<file path="src/rtl/uart_rx.sv">
// rtl/uart_rx.sv - UART receiver, 8N1, 2-of-3 majority sampling at mid-bit
module uart_rx #(
    parameter int CLKS_PER_BIT = 217
) (
    input  logic       clk,
    input  logic       rst,
    input  logic       rx,
    output logic [7:0] rx_data,
    output logic       rbyte_ready,
    output logic       frame_err,
    output logic       rx_busy
);

    localparam int          H    = CLKS_PER_BIT / 2;
    localparam logic [15:0] LAST = 16'(CLKS_PER_BIT - 1);
    localparam logic [15:0] HM1  = 16'(H - 1);
    localparam logic [15:0] HC   = 16'(H);
    localparam logic [15:0] HP1  = 16'(H + 1);

    typedef enum logic [2:0] {IDLE, START, DATA, STOP, BREAK} state_t;

    logic        rx_meta, rxs, rxs_q;
    logic [1:0]  fill_q;
    state_t      state_q, state_d;
    logic [15:0] cnt_q, cnt_d;
    logic [2:0]  bit_q, bit_d;
    logic [7:0]  shreg_q, shreg_d;
    logic [1:0]  samp_q, samp_d;
    logic [7:0]  data_d;
    logic        ready_d, err_d;
    logic        maj;

    // Two-flop synchronizer plus a delayed copy for edge detection; fill_q
    // counts until both rxs and rxs_q hold real line samples so that a line
    // already low at reset release is not mistaken for a falling edge.
    always_ff @(posedge clk or negedge rst) begin
        if (!rst) begin
            rx_meta <= 1'b1;
            rxs     <= 1'b1;
            rxs_q   <= 1'b1;
            fill_q  <= 2'd0;
        end else begin
            rx_meta <= rx;
            rxs     <= rx_meta;
            rxs_q   <= rxs;
            if (fill_q != 2'd3) fill_q <= fill_q + 2'd1;
        end
    end

    // Majority of the samples taken at H-1, H and the live one at H+1.
    assign maj = (samp_q[0] & samp_q[1]) | (samp_q[0] & rxs) | (samp_q[1] & rxs);

    // Receiver state, bit timing, shift register and registered outputs.
    always_ff @(posedge clk or negedge rst) begin
        if (!rst) begin
            state_q     <= IDLE;
            cnt_q       <= 16'd0;
            bit_q       <= 3'd0;
            shreg_q     <= 8'd0;
            samp_q      <= 2'b00;
            rx_data     <= 8'd0;
            rbyte_ready <= 1'b0;
            frame_err   <= 1'b0;
        end else begin
            state_q     <= state_d;
            cnt_q       <= cnt_d;
            bit_q       <= bit_d;
            shreg_q     <= shreg_d;
            samp_q      <= samp_d;
            rx_data     <= data_d;
            rbyte_ready <= ready_d;
            frame_err   <= err_d;
        end
    end

    // Next-state logic: the bit decision is made at H+1 in every sampled state.
    always_comb begin
        state_d = state_q;
        cnt_d   = cnt_q + 16'd1;
        bit_d   = bit_q;
        shreg_d = shreg_q;
        samp_d  = samp_q;
        data_d  = rx_data;
        ready_d = 1'b0;
        err_d   = 1'b0;

        if (cnt_q == HM1) samp_d[0] = rxs;
        if (cnt_q == HC)  samp_d[1] = rxs;

        case (state_q)
            IDLE: begin
                cnt_d = 16'd0;
                bit_d = 3'd0;
                if (fill_q == 2'd3 && rxs_q && !rxs) state_d = START;
            end
            START: begin
                if (cnt_q == HP1 && maj) begin
                    state_d = IDLE;
                    cnt_d   = 16'd0;
                end else if (cnt_q == LAST) begin
                    state_d = DATA;
                    cnt_d   = 16'd0;
                    bit_d   = 3'd0;
                end
            end
            DATA: begin
                if (cnt_q == HP1) shreg_d = {maj, shreg_q[7:1]};
                if (cnt_q == LAST) begin
                    cnt_d = 16'd0;
                    bit_d = bit_q + 3'd1;
                    if (bit_q == 3'd7) state_d = STOP;
                end
            end
            STOP: begin
                // Leave at the decision point so a following start edge is not missed.
                if (cnt_q == HP1) begin
                    cnt_d = 16'd0;
                    if (maj) begin
                        data_d  = shreg_q;
                        ready_d = 1'b1;
                        state_d = IDLE;
                    end else begin
                        err_d   = 1'b1;
                        state_d = BREAK;
                    end
                end
            end
            BREAK: begin
                // Count consecutive high cycles; any low sample restarts the wait.
                if (!rxs) begin
                    cnt_d = 16'd0;
                end else if (cnt_q == LAST) begin
                    cnt_d   = 16'd0;
                    state_d = IDLE;
                end
            end
            default: begin
                state_d = IDLE;
                cnt_d   = 16'd0;
            end
        endcase
    end

    assign rx_busy = (state_q != IDLE);

endmodule

</file>
<file path="config.mk">
export PLATFORM = sky130hd
export DESIGN_NAME = uart_rx
export DESIGN_NICKNAME = d
export VERILOG_FILES = /design/src/rtl/uart_rx.sv
export SDC_FILE = /design/constraint.sdc
export NUM_CORES = 1
export LEC_CHECK = 0
export ABC_AREA = 1
export CELL_PAD_IN_SITES_DETAIL_PLACEMENT = 0
export CELL_PAD_IN_SITES_GLOBAL_PLACEMENT = 1
export CORE_MARGIN = 2
export CORE_UTILIZATION = 40
export DETAILED_ROUTE_END_ITERATION = 16
export PLACE_DENSITY = 0.81
export SYNTH_ARGS = -nofsm -noshare
export SYNTH_HDL_FRONTEND = slang
export SYNTH_SLANG_ARGS = --single-unit
</file>
<file path="constraint.sdc">
create_clock -name clk -period 1.55 [get_ports clk]
set_input_delay 0.465 -clock clk [delete_from_list [all_inputs] [get_ports clk]]
set_output_delay 0.465 -clock clk [all_outputs]
set_load 0.02 [all_outputs]
</file>
## Word-level counts from Yosys, hierarchy flattened

Index checks and enable logic that the tools add are counted.

| operators by class | value |
|---|---|
| add/sub/neg operators | 3 |
| mux-type cells | 24 |
| equality and inequality tests | 20 |
| bitwise gates (word level) | 5 |
| reductions and logical operators | 11 |

Operator list:

| kind | count |
|---|---|
| $mux 16 | 4 |
| $pmux 16 s4 | 1 |
| $eq 16x7->1 const B | 3 |
| $mux 3 | 11 |
| $ne 2x2->1 const B | 9 |
| $add 16x1->16 const B | 1 |
| $eq 16x8->1 const B | 1 |
| $pmux 3 s5 | 1 |
| $pmux 3 s3 | 1 |
| $reduce_and 7->1 | 1 |
| $eq 3x2->1 const B | 2 |
| $eq 3x3->1 const B | 2 |
| $mux 1 | 6 |
| $reduce_bool 3->1 | 2 |
| $reduce_and 4->1 | 1 |
| $add 3x1->3 const B | 1 |
| $and 1x1->1 | 3 |
| $eq 3x1->1 const B | 1 |
| $logic_and 1x1->1 | 3 |
| $logic_not 3->1 | 1 |
| $ne 3x3->1 const B | 1 |
| $reduce_and 3->1 | 1 |
| $add 2x1->2 const B | 1 |
| $eq 2x2->1 const B | 1 |
| other kinds (3) | 4 |

| storage, ports and cells | value |
|---|---|
| logic and storage cells | 76 |
| output and inout bits | 11 |
| flip-flop bits (word level) | 47 |
| input port bits | 3 |

## Depth between registers and ports, before layout

Gate-level depths: netlist of the first run.

| depth | value |
|---|---|
| depth after elaboration | 6 |
| depth in mapped cells | 11 |
| depth with buffers taken out | 11 |

## Least setup slack after synthesis of the first run

No wires, ideal clock.

| timing path | value |
|---|---|
| path type | flip-flop to flip-flop |
| start point | register rxs |
| end point | register cnt_q[0] |
| required time | 1.428 ns |
| stages on the path, launching flop included | 9 |
| period minus slack after synthesis | 1.533 ns |
| setup slack | 0.017 ns |
| buffers on the path | 1 |
| arrival | 1.412 ns |
| library setup time | 0.122 ns |
| path through | dfstp_2 inv_1 a21oi_2 nand3_1 nand3_1 nand2_2 nor2_4 buf_6 nor2_1 |

| on the way | value |
|---|---|
| cells in the longest elaborated chain, start to end | 6 |

RTL lines:

| item | line | text |
|---|---|---|
| from (decl) | 22 | `logic rx_meta, rxs, rxs_q;` |
| from (signal assigned) | 44 | `rxs <= rx_meta;` |
| $and 1x1->1 | 51 | `assign maj = (samp_q[0] & samp_q[1]) \| (samp_q[0] & rxs) \| (samp_q[1] & rxs);` |
| $or 1x1->1 (2 in series) | 51 |  |
| $logic_and 1x1->1 | 97 | `if (cnt_q == HP1 && maj) begin` |
| $mux 16 | 97 |  |
| $pmux 16 s4 (*) | 90 | `case (state_q)` |
| via cnt_d[0] | 25 | `logic [15:0] cnt_q, cnt_d;` |
| to (signal assigned) | 66 | `cnt_q <= cnt_d;` |
| to (decl) | 25 |  |

The timed path passes the listed nets; every way through them passes the cells marked *.
A chain may end at the register's enable or synchronous reset.

## Worst setup path after layout of the first run

| timing path | value |
|---|---|
| start point | register cnt_q[1] |
| end point | register cnt_q[9] |

| on the way | value |
|---|---|
| cells in the longest elaborated chain, start to end | 4 |

RTL lines:

| item | line | text |
|---|---|---|
| $add 16x1->16 (tied with other cells) | 79 | `cnt_d = cnt_q + 16'd1;` |
| $mux 16 / $logic_and 1x1->1 (equally long branches) | n/a |  |
| $mux 16 (on tied branches) | 130, 97 |  |
| $pmux 16 s4 (*) | 90 |  |
| via cnt_d[9] | 25 |  |

Marked as above.

==> results of run 1 <==
## sequential cells by signal, indices dropped and copies added (netlist names)
signal	flops
cnt_q	16
rx_data	8
shreg_q	8
bit_q	3
state_q	3
fill_q	2
samp_q	2
frame_err	1
rbyte_ready	1
rx_meta	1
rxs	1
rxs_q	1
## layout by cell type (no fill, tap or decap), drive strengths merged
master,count
o21ai,23
xnor2,5
nor2,41
dfstp,3
or2,2
dfrtp,44
o211ai,1
xor2,5
nand2,64
clkdlybuf4s50,1
inv,32
clkbuf,7
nand4,5
dlygate4sd2,10
nor3,6
mux2,1
clkinv,1
bufinv,1
ha,6
nand3,22
a21oi,4
buf,39
## cell type report
cell class                      count  area, um^2  area share, %
Sequential cell                    47        1180           38.4
Multi-Input combinational cell    185        1090           35.3
Clock buffer                        5        68.8           2.23
Timing Repair Buffer               52         489           15.9
Clock inverter                      3        47.5           1.54
Tap cell                           72        90.1           2.93
Inverter                           31         116           3.78
## worst paths after layout
kind / from / to / depth (start not counted) / slack (ns)
worst min-delay path: rst / cnt_q[3] / 2 / 0.13
min in group clk: rx_meta / rxs / 0 / 0.36
worst max-delay path: cnt_q[1] / cnt_q[9] / 10 / -0.02
max in group asynchronous: rst / rxs_q / 2 / 1.15
worst max register to register: cnt_q[1] / cnt_q[9] / 10 / -0.02
worst min register to register: rx_meta / rxs / 0 / 0.36
## worst max-delay path: stages (launching register included)
cell and delay, ns:
dfrtp_1 0.39, inv_2 0.07, ha_2 0.17, nand3_2 0.10, nor2_4 0.12, nand2_2 0.08
nand2_2 0.08, nand2_2 0.06, nor2_4 0.16, clkbuf_16 0.18, nor2_1 0.04
## repair_timing
item,CTS,global route
pin swaps,15,4
gates resized for setup,42,8
cloned,1,1
buffers inserted,4,1
endpoints found under the setup margin,35,39
## power breakdown
group	internal [mW]	switching [mW]
sequential	1.32	0.0703
clock	0.489	0.425
combinational	0.666	0.772
## kinds of logic after synthesis
family / Yosys count / synth area share, %
XOR/XNOR: 10 / 3.74
AND/OR/NAND/NOR: 140 / 26.6
AO/OA/AOI/OAI: 28 / 7.54
adder cells (fa/ha/maj): 6 / 3.21
buffers and inverters: 36 / 8.02
multiplexers: 1 / 0.481
flip-flops: 47 / 50.4
## metal layers
metal	track usage [%]	vias to the layer above	part of all wire [%]
met1	22.4	856	50
met3	3.71	4	2.6
met4	6.44	0	0.83
met2	26.1	24	47
li1	-	959	-
met5	0	-	0
==> flow_metrics.env, run 1 <==
export IMPL_status="finished, violations left"
export IMPL_violations="negative setup slack"
export IMPL_tns_ns=-0.0862
export IMPL_drv_slew=0
export IMPL_synth_top_area_share_pct=47.0
export IMPL_rsz0062_at_grt="yes"
export IMPL_overflow=0
export IMPL_die_x_um=80.5
export IMPL_criticalPathCategory="flip-flop to flip-flop"
export IMPL_root_buffer="clkbuf_8"
export IMPL_dp_cells=380
export IMPL_synth_seq_cells=47
export IMPL_synth_most_common_cell="nand2_1"
export IMPL_pre_cts_ws_ns=-0.0442
export IMPL_finalInstanceArea_um2=3080
export IMPL_track_usage_pct=16.6
export IMPL_finalNonFillerCells=395
export IMPL_finalHoldViolCount=0
export IMPL_p_total_mw=3.74
export IMPL_dieArea_um2=6480
export IMPL_hp_class="primary input to asynchronous set/reset pin"
export IMPL_grt_pass1_vias=1891
export IMPL_routedWlPerCell_um=12.0
export IMPL_max_slew_margin_pct=77.8
export IMPL_period_share_pct=101
export IMPL_drt_first_iter_violations=85
export IMPL_dpl_cell_area_um2=2780
export IMPL_antennaDiodeCount=0
export IMPL_setup_viol=8
export IMPL_p_leak_nw=1.47
export IMPL_h_tree_depth=2
export IMPL_rows=27
export IMPL_clk_latency_ns=0.30
export IMPL_core_um2=5570
export IMPL_wirelength_mm=4.72
export IMPL_synthToLayoutAreaGrowth_pct=31.5
export IMPL_vias=1843
export IMPL_postSynthAreaPerCell_um2=8.74
export IMPL_syn_inst=268
export IMPL_synth_edf_count=0
export IMPL_whs_ns=0.135
export IMPL_hold_buffers=0
export IMPL_worst_slew_pin_slew_ns=0.330
export IMPL_yosysTopAreaCell="dfrtp_1"
export IMPL_power_per_cell_area_nw_per_um2=1210
export IMPL_synthFlopType="dfrtp_1"
export IMPL_final_antenna_net_count=0
export IMPL_start_util_pct=42.0
export IMPL_nFillCells=523
export IMPL_drc=0
export IMPL_drv_cap=0
export IMPL_path_max_fanout=8
export IMPL_clkTransAtPathRegs_ns=0.09
export IMPL_clockBufferDepth=2
export IMPL_fin_nets=331
export IMPL_cp_required_ns=1.74
export IMPL_timing_fmax_ghz=0.637
export IMPL_synth_nets=277
export IMPL_crit_path_start_kind="flip-flop"
export IMPL_period_minus_slack_ns=1.57
export IMPL_finClkSkew_ns=0.00587
export IMPL_netlist_area_um2=2340
export IMPL_grt_max_degree=48
export IMPL_setup_ws_ns=-0.0197
export IMPL_ys_async_sr_fraction_pct=100
export IMPL_synth_yosys_seq_area_share_pct=50.4
export IMPL_synth_common_cells="nand2_1, dfrtp_1, nor2_1"
export IMPL_hpwlAfterDp_mm=3.19
export IMPL_dieHeight_um=80.5
export IMPL_cts_buffers=5
export IMPL_io_buffer_count=13
export IMPL_crit_path_end_kind="flip-flop"
export IMPL_pin_count=14
export IMPL_drive_above_1_share_pct=31.0
export IMPL_post_route_util_pct=55.2
export IMPL_antenna_found_initial=0
export IMPL_cts_tree="yes"
export IMPL_synth_cell_types=27
export IMPL_ir_drop_mv=0.635
export IMPL_gp_congestion=0.808
export IMPL_cts_sinks=47
export IMPL_crit_arrival_ns=1.76
export IMPL_drt_first_pass_iters=4
export IMPL_ys_warn_count=0
export IMPL_synthTopCellsByArea="dfrtp_1, nand2_1, nor2_1, inv_1, nand3_1"
export IMPL_grt_pass1_wl_mm=8.36
export IMPL_viasPerCell=4.67
(Power assumes the default switching activity.)
==> run 2, diff against run 1 <==
==> constraint.sdc (replaced) <==
create_clock -name clk -period 1.55 [get_ports clk]
set_input_delay 0.465 -clock clk [delete_from_list [all_inputs] [get_ports clk]]
set_output_delay 0.465 -clock clk [all_outputs]
set_load 0.05 [all_outputs]
==> run 2 against run 1 <==
  * The run still ends with negative setup slack left
  * Flip-flop and latch count unchanged
  * Sequential share of layout area down 2.1 points
  * Clock skew up 0.0035 ns
  * Sequential power about the same
  * Global-route usage down 0.29 points
  * Cell count up 1.3%
  * Largest cell class unchanged
  * Highest routed layer unchanged
==> flow_metrics.env, run 2 (same netlist as run 1, synthesis figures left out) <==
export IMPL_core_um2=5570
export IMPL_dieHeight_um=80.5
export IMPL_clk_latency_ns=0.31
export IMPL_antennaDiodeCount=0
export IMPL_setup_ws_ns=-0.0674
export IMPL_drive_above_1_share_pct=36.6
export IMPL_grt_pass1_vias=1884
export IMPL_gp_congestion=0.829
export IMPL_pre_cts_ws_ns=-0.0809
export IMPL_finalHoldViolCount=0
export IMPL_layout_common_cells="nand2_1, dfrtp_1, buf_4"
export IMPL_hp_class="primary input to asynchronous set/reset pin"
export IMPL_drt_first_pass_iters=4
export IMPL_final_antenna_net_count=0
export IMPL_crit_path_start_kind="flip-flop"
export IMPL_path_max_fanout=8
export IMPL_cts_tree="yes"
export IMPL_root_buffer="clkbuf_8"
export IMPL_post_route_util_pct=58.6
export IMPL_track_usage_pct=16.3
export IMPL_period_minus_slack_ns=1.62
export IMPL_finalNonFillerCells=400
export IMPL_timing_fmax_ghz=0.618
export IMPL_cp_required_ns=1.75
export IMPL_finClkSkew_ns=0.00939
export IMPL_drv_slew=0
export IMPL_period_share_pct=104
export IMPL_antenna_found_initial=0
export IMPL_fin_nets=336
export IMPL_cp_top_family="simple AND/OR/NAND/NOR gates"
export IMPL_largest_reg_flops=16
export IMPL_pin_count=14
export IMPL_violations="negative setup slack"
export IMPL_io_buffer_count=13
export IMPL_ir_drop_mv=0.656
export IMPL_criticalPathCategory="flip-flop to flip-flop"
export IMPL_tns_ns=-1.09
export IMPL_vias=1884
export IMPL_drt_first_iter_violations=82
export IMPL_timing_rr_start="cnt_q[15]"
export IMPL_dieArea_um2=6480
export IMPL_clkTransAtPathRegs_ns=0.09
export IMPL_rsz0062_at_grt="yes"
export IMPL_overflow=0
export IMPL_max_slew_margin_pct=79.8
export IMPL_cts_buffers=5
export IMPL_viasPerCell=4.71
export IMPL_whs_ns=0.127
export IMPL_clockBufferDepth=2
export IMPL_drc=0
export IMPL_synthToLayoutAreaGrowth_pct=39.6
export IMPL_power_per_cell_area_nw_per_um2=1160
export IMPL_setup_viol=34
export IMPL_routedWlPerCell_um=12.2
export IMPL_mostFrequentLayoutCell="nand2_1"
export IMPL_crit_arrival_ns=1.82
export IMPL_critPathSlowestCell="dfrtp_1"
export IMPL_rows=27
export IMPL_grt_pass1_wl_mm=8.25
export IMPL_crit_path_end_kind="flip-flop"
export IMPL_grt_max_degree=48
export IMPL_status="finished, violations left"
export IMPL_path_cells="nor2_1 -> nand2_1 -> nor2_4 -> buf_6 -> nand2_4 -> nand2_4 -> nand2_2 -> nor2_4 -> clkbuf_16 -> nor2_1"
export IMPL_hpwlAfterDp_mm=3.13
export IMPL_p_leak_nw=1.50
export IMPL_cts_sinks=47
export IMPL_wirelength_mm=4.88
export IMPL_h_tree_depth=2
export IMPL_top_regs="cnt_q: 16 flops, rx_data: 8 flops, shreg_q: 8 flops"
export IMPL_regMostFlops="cnt_q"
export IMPL_die_x_um=80.5
export IMPL_worstSetupStartpoint="cnt_q[15]"
export IMPL_slowest_delay_ns=0.39
export IMPL_drv_cap=0
export IMPL_start_util_pct=42.0
export IMPL_dp_cells=375
export IMPL_worst_slew_pin_slew_ns=0.301
export IMPL_path_buf_inv=2
==> run 2: through the flow <==
stage / power, mW / instance area (um^2)
final: 3.80 / 3270
after global routing: 4.03 / 3270
after CTS: 3.54 / 3040
after detailed placement: 2.46 / 2810
after global placement: 2.45 / 2810
after floorplan: 2.15 / 2340
==> run 2: final cells by class <==
| type | instances | area [um^2] |
|---|---|---|
| clock buffer | 5 | 68.8 |
| clock inverter | 3 | 47.5 |
| fill | 475 | 2310 |
| timing repair buffer | 57 | 644 |
| sequential | 47 | 1180 |
| inverter | 31 | 116 |
| tap | 72 | 90.1 |
| multi-input combinational | 185 | 1120 |
==> run 2: what timing repair did <==
| action | CTS | global route |
|---|---|---|
| endpoints found under the hold margin | 0 | 0 |
| gates resized for setup | 14 | 38 |
| buffers inserted | 8 | 7 |
| pin swaps | 6 | 15 |
| endpoints found under the setup margin | 32 | 39 |
| hold buffers | 0 | 0 |
| cloned | 0 | 2 |
==> run 2: worst register-to-register path, delay by kind of cell (launching register included) <==
family | cells | cell delay [ns]
AND/OR/NAND/NOR | 8 | 0.82
flip-flops | 1 | 0.39
buffers and inverters | 2 | 0.32
==> run 2: worst paths after layout <==
kind / end / slack [ns] / depth (start not counted)
worst max-delay path: cnt_q[1] / -0.07 / 10
worst min-delay path: cnt_q[8] / 0.13 / 2
worst max register to register: cnt_q[1] / -0.07 / 10
worst min register to register: rxs / 0.37 / 0
max in group asynchronous: rxs_q / 1.15 / 2
min in group clk: rxs / 0.37 / 0
==> run 2: where the power goes <==
part | leakage (nW) | internal, mW | switching (mW)
clock network | 0.0587 | 0.489 | 0.446
logic | 0.812 | 0.647 | 0.801
registers | 0.626 | 1.32 | 0.0946
==> run 2: per-layer routing <==
metal / up-vias / routed length, um / global-route usage (%) / part of all wire (%)
li1: 969 / - / - / -
met1: 889 / 2320 / 21.9 / 48
met2: 18 / 2370 / 25.9 / 49
met3: 8 / 107 / 3.71 / 2.2
met4: 0 / 78 / 5.76 / 1.6
met5: - / 0 / 0 / 0
